## config.mk

```make
export PLATFORM = sky130hd
export DESIGN_NAME = hazard_scoreboard
export DESIGN_NICKNAME = d
export VERILOG_FILES = /design/src/rtl/hazard_scoreboard.sv
export SDC_FILE = /design/constraint.sdc
export NUM_CORES = 1
export LEC_CHECK = 0
export ABC_AREA = 1
export CAP_MARGIN = 20
export CELL_PAD_IN_SITES_DETAIL_PLACEMENT = 1
export CELL_PAD_IN_SITES_GLOBAL_PLACEMENT = 1
export CORE_MARGIN = 3
export CORE_UTILIZATION = 32
export DETAILED_ROUTE_END_ITERATION = 6
export GPL_TIMING_DRIVEN = 0
export PLACE_DENSITY = 0.81
export SLEW_MARGIN = 20
export SYNTH_ARGS = -nofsm -noshare
export SYNTH_HDL_FRONTEND = slang
export SYNTH_SLANG_ARGS = --single-unit
```

## constraint.sdc

```tcl
create_clock -name clk -period 1.1 [get_ports clk]
set_input_delay 0.22 -clock clk [delete_from_list [all_inputs] [get_ports clk]]
set_output_delay 0.22 -clock clk [all_outputs]
set_load 0.01 [all_outputs]
```

## src/rtl/hazard_scoreboard.sv

```systemverilog
// ---------------------------------------------------------------------------
// hazard_scoreboard
//   Writer-side hazard tracker. Keeps {v, wr, rd, ld} for the instructions in
//   P3 (S3), P4 (S4) and P5 (S5), and compares them against the source
//   registers of the instruction leaving decode (P2). Produces a
//   combinational load-use stall and registered forwarding selects that
//   reach P3 together with the phase-3 control registers.
//
// Ports
//   clk, rst              rising-edge clock, async active-high reset
//   id_valid              P2 holds a real instruction
//   id_ra/id_rb           source registers, id_ra_used/id_rb_used qualify them
//   id_regwrite/id_rd     destination write enable / register
//   id_memread            P2 instruction is a load
//   flush                 taken branch: squash P2 and the P3 slot
//   stall                 hold PC/P2, bubble into P3 (combinational)
//   fwd_a/fwd_b           00 regfile, 01 P4 ALU, 10 P5 write data,
//                         11 write-back-latched data
//   stall_cnt             saturating stall-cycle count
//
// Optional feature: define HAZARD_STATS_EN to build the stall_cnt port and
// counter. Without it the port and its flops do not exist.
// ---------------------------------------------------------------------------
module hazard_scoreboard #(
    parameter int RA_W  = 3,
    parameter int CNT_W = 16
) (
    input  logic            clk,
    input  logic            rst,
    input  logic            id_valid,
    input  logic [RA_W-1:0] id_ra,
    input  logic [RA_W-1:0] id_rb,
    input  logic            id_ra_used,
    input  logic            id_rb_used,
    input  logic            id_regwrite,
    input  logic [RA_W-1:0] id_rd,
    input  logic            id_memread,
    input  logic            flush,
    output logic            stall,
    output logic [1:0]      fwd_a,
    output logic [1:0]      fwd_b
`ifdef HAZARD_STATS_EN
    ,
    output logic [CNT_W-1:0] stall_cnt
`endif
);

    typedef struct packed {
        logic            v;
        logic            wr;
        logic [RA_W-1:0] rd;
        logic            ld;
    } slot_t;

    slot_t s3, s4, s5;
    slot_t s3_d;
    logic  [1:0] fwd_a_d, fwd_b_d;
    logic  load_p3;

    function automatic logic hit(input slot_t s, input logic [RA_W-1:0] r);
        return s.v && s.wr && (s.rd == r);
    endfunction

    // Nearest writer wins, so older writes to the same register are shadowed.
    function automatic logic [1:0] sel(input logic used, input logic [RA_W-1:0] r,
                                       input slot_t a, input slot_t b, input slot_t c);
        if (!used)         return 2'b00;
        else if (hit(a, r)) return 2'b01;
        else if (hit(b, r)) return 2'b10;
        else if (hit(c, r)) return 2'b11;
        else               return 2'b00;
    endfunction

    // Only a load sitting in P3 can stall; every other distance forwards.
    always_comb begin
        stall = id_valid && !flush && s3.v && s3.wr && s3.ld &&
                ((id_ra_used && (s3.rd == id_ra)) || (id_rb_used && (s3.rd == id_rb)));
    end

    always_comb begin
        load_p3 = id_valid && !flush && !stall;
        s3_d    = '0;
        fwd_a_d = 2'b00;
        fwd_b_d = 2'b00;
        if (!flush && !stall) begin
            s3_d = '{v: id_valid, wr: id_regwrite, rd: id_rd, ld: id_memread};
        end
        // Bubbles and squashed slots never forward.
        if (load_p3) begin
            fwd_a_d = sel(id_ra_used, id_ra, s3, s4, s5);
            fwd_b_d = sel(id_rb_used, id_rb, s3, s4, s5);
        end
    end

    always_ff @(posedge clk or posedge rst) begin
        if (rst) begin
            s3    <= '0;
            s4    <= '0;
            s5    <= '0;
            fwd_a <= 2'b00;
            fwd_b <= 2'b00;
        end else begin
            s3    <= s3_d;
            s4    <= s3;
            s5    <= s4;
            fwd_a <= fwd_a_d;
            fwd_b <= fwd_b_d;
        end
    end

`ifdef HAZARD_STATS_EN
    always_ff @(posedge clk or posedge rst) begin
        if (rst)                        stall_cnt <= '0;
        else if (stall && !(&stall_cnt)) stall_cnt <= stall_cnt + CNT_W'(1);
    end
`else
    // Counter width only matters when the statistics build is enabled.
    if (CNT_W < 1) begin : g_cnt_w_unused
    end
`endif

endmodule
```

==> impl_metrics.toml <==
[detailed_routing]
wl_per_cell_um = 12.4
drtIter0Drc = 20
drcViolationCount = 0
vias = 923
ant_nets = 0
via_per_inst = 4.42
dr.pass1.iters = 4
routed_wl_mm = 2.60

[clocking]
cts_tree = "yes"
numCtsBuffers = 3
numClockSinks = 20
clk_pin_slew_ns = 0.12
cts.htree.levels = 1
cts-hold-fix-buffers = 0
clk_latency_ns = 0.31
clockBufferDepth = 2
cts_root_buf = "clkbuf_4"

[yosys]
ys.warnings.count = 0
syn-cell-area_um2 = 1040
synth_fp_nets = 155
ys_seq_elements = 20
netlist_instances = 138
ys_types = 16
avgSynthCellArea_um2 = 7.53
ys_seq_area_share_pct = 48.1

[placed_design]
dp_hpwl_mm = 2.00
placed_cell_area_um2 = 1310
gp_congestion = 0.738
port_buffers = 21

[die]
start_util_pct = 33.8
dieArea_um2 = 3970
dieHeight_um = 63
rows = 20
core_area_um2 = 3080
die_w_um = 63
ioPinCount = 22

[grt]
grt_pass1_wl_mm = 4.10
grt_usage_pct = 13.0
met3_usage_pct = 2.70
grt_max_degree = 21
antenna_found_initial = 0
grt.busiest_layer = "met2"
overflow = 0
grt_pass1_vias = 937
met2_usage_pct = 23.8
use_met1_pct = 15.0

[cells_and_area]
layout.nets = 183
fin_area_um2 = 1390
diodes = 0
syn_to_final_growth_pct = 34.1
final_util_pct = 45.3
drive_above_1_share_pct = 24.2

[timing]
fin_tns_setup_ns = -4.06
fin_skew_ns = 0.00323
fin_crit_sh_pct = 149
max_slew_margin_pct = 47.5
fmax_mhz = 608
min_period_ns = 1.64
worstMarginPinSlew_ns = 0.787
hold_violations = 0
layout_setup_ws_ns = -0.544
rsz0062_at_grt = "true"
final_max_slew_viol_count = 0
setup_viol = 11

[worst_setup_path]
cp_max_fo = 4
worstSetupEndpointType = "output pin"
reg2reg_depth = 10
cp.arrival_ns = 1.42
cp.required_ns = 0.88
start_kind = "input pin"
crit_type = "input pin to output pin"

[pwr]
p_sw_share_pct = 27.0
p_seq_share_pct = 53.9
comb_power_share_pct = 16.2
p_switching_uw = 397
peakVddDrop_mv = 0.565
clkPwrFrac_pct = 29.9
powerDensity_nw_per_um2 = 1060
power.static_leakage_uw = 0.000757
internal_power_uw = 1070

[status]
outcome = "finished with violations"
violations = "setup timing"

[hold_path]
hold_class = "input pin to asynchronous set/reset pin"

[job]
cap_violations = 0
## path summary, 6_finish.rpt
path                          start  endpoint  slack, ns
max                        id_rb[1]     stall      -0.54
min                             rst  fwd_b[0]       0.34
max reg2reg                   s3[2]  fwd_b[0]      -0.36
min reg2reg                   s3[5]     s4[5]       0.39
max in group asynchronous       rst     s3[1]       0.22
min in group clk              s3[5]     s4[5]       0.39
## cell families (layout without fill, tap and decap cells)
group,Yosys count,after routing,synth area share [%]
compound gates,5,5,2.77
xor+xnor,4,4,3.37
buf+inv,29,56,10.5
flops,20,20,48.1
simple gates,80,80,35.3
## routing by layer
| layer | part of all wire [%] | routed length [um] |
|---|---|---|
| met5 | 0 | 0 |
| met2 | 55 | 1420 |
| met1 | 40 | 1040 |
| met3 | 4.2 | 109 |
| met4 | 0.96 | 25 |
## repair_timing
action,CTS,global route
buffers inserted,1,1
resized for setup,30,7
pin swaps,4,3
setup endpoints to repair,15,11
## area by class of cell
cell class	count	area [um^2]
tap	44	55.1
sequential	20	502
timing repair buffer	23	206
fill	396	1680
inverter	29	109
multi-input combinational	89	485
clock buffer	4	36.3
## cells in the mapped netlist
| master | number | share of area [%] |
|---|---|---|
| nor2_1 | 9 | 3.2 |
| clkinv_1 | 1 | 0.36 |
| dfrtp_1 | 20 | 48 |
| nand2_1 | 47 | 17 |
| nand2_4 | 3 | 3.2 |
| nand2_2 | 1 | 0.60 |
| nor2_2 | 9 | 5.4 |
| o21ai_0 | 1 | 0.48 |
| o21ai_1 | 2 | 0.96 |
| a21oi_1 | 1 | 0.48 |
| xnor2_1 | 4 | 3.4 |
| inv_1 | 21 | 7.6 |
| nand4_1 | 4 | 2.4 |
| nand3_1 | 7 | 3.4 |
| a21oi_2 | 1 | 0.84 |
| inv_2 | 7 | 2.5 |
## sequential cells by signal, indices dropped and copies added, names as in the netlist
| name | flops |
|---|---|
| s4 | 5 |
| s5 | 5 |
| s3 | 6 |
| fwd_a | 2 |
| fwd_b | 2 |
## layout by cell type (no fill, tap or decap), drive strengths merged
master,count
clkinv,1
xnor2,4
o21ai,3
nand2,51
nand4,4
clkdlybuf4s50,13
buf,7
dfrtp,20
nor2,18
clkbuf,4
nand3,7
dlygate4sd2,3
inv,28
a21oi,2
## power groups by stage
stage / clock network, uW / logic (uW) / registers, uW
after CTS: 439 / 226 / 792
after detailed placement: 0 / 223 / 806
after floorplan: 0 / 124 / 797
after global placement: 0 / 213 / 801
after global routing: 468 / 267 / 799
final: 439 / 238 / 794
## through the flow
| step | hold WS (ns) | setup WS, ns | power (uW) | instances |
|---|---|---|---|---|
| global route | 0.413 | -0.628 | 1530 | 209 |
| global placement | 0.357 | -0.966 | 1010 | 203 |
| floorplan | 0.184 | -0.0396 | 922 | 138 |
| detailed placement | 0.366 | -0.977 | 1030 | 203 |
| finish | 0.343 | -0.544 | 1470 | 209 |
| CTS | 0.371 | -0.539 | 1460 | 208 |
## critical path, stage by stage
cell and delay [ns]:
clkdlybuf4s50_1 0.61, xnor2_2 0.16, nand4_1 0.12, nand2_2 0.11
nand2_4 0.06, inv_2 0.05, buf_6 0.09
Power figures use the tool's default switching activity.
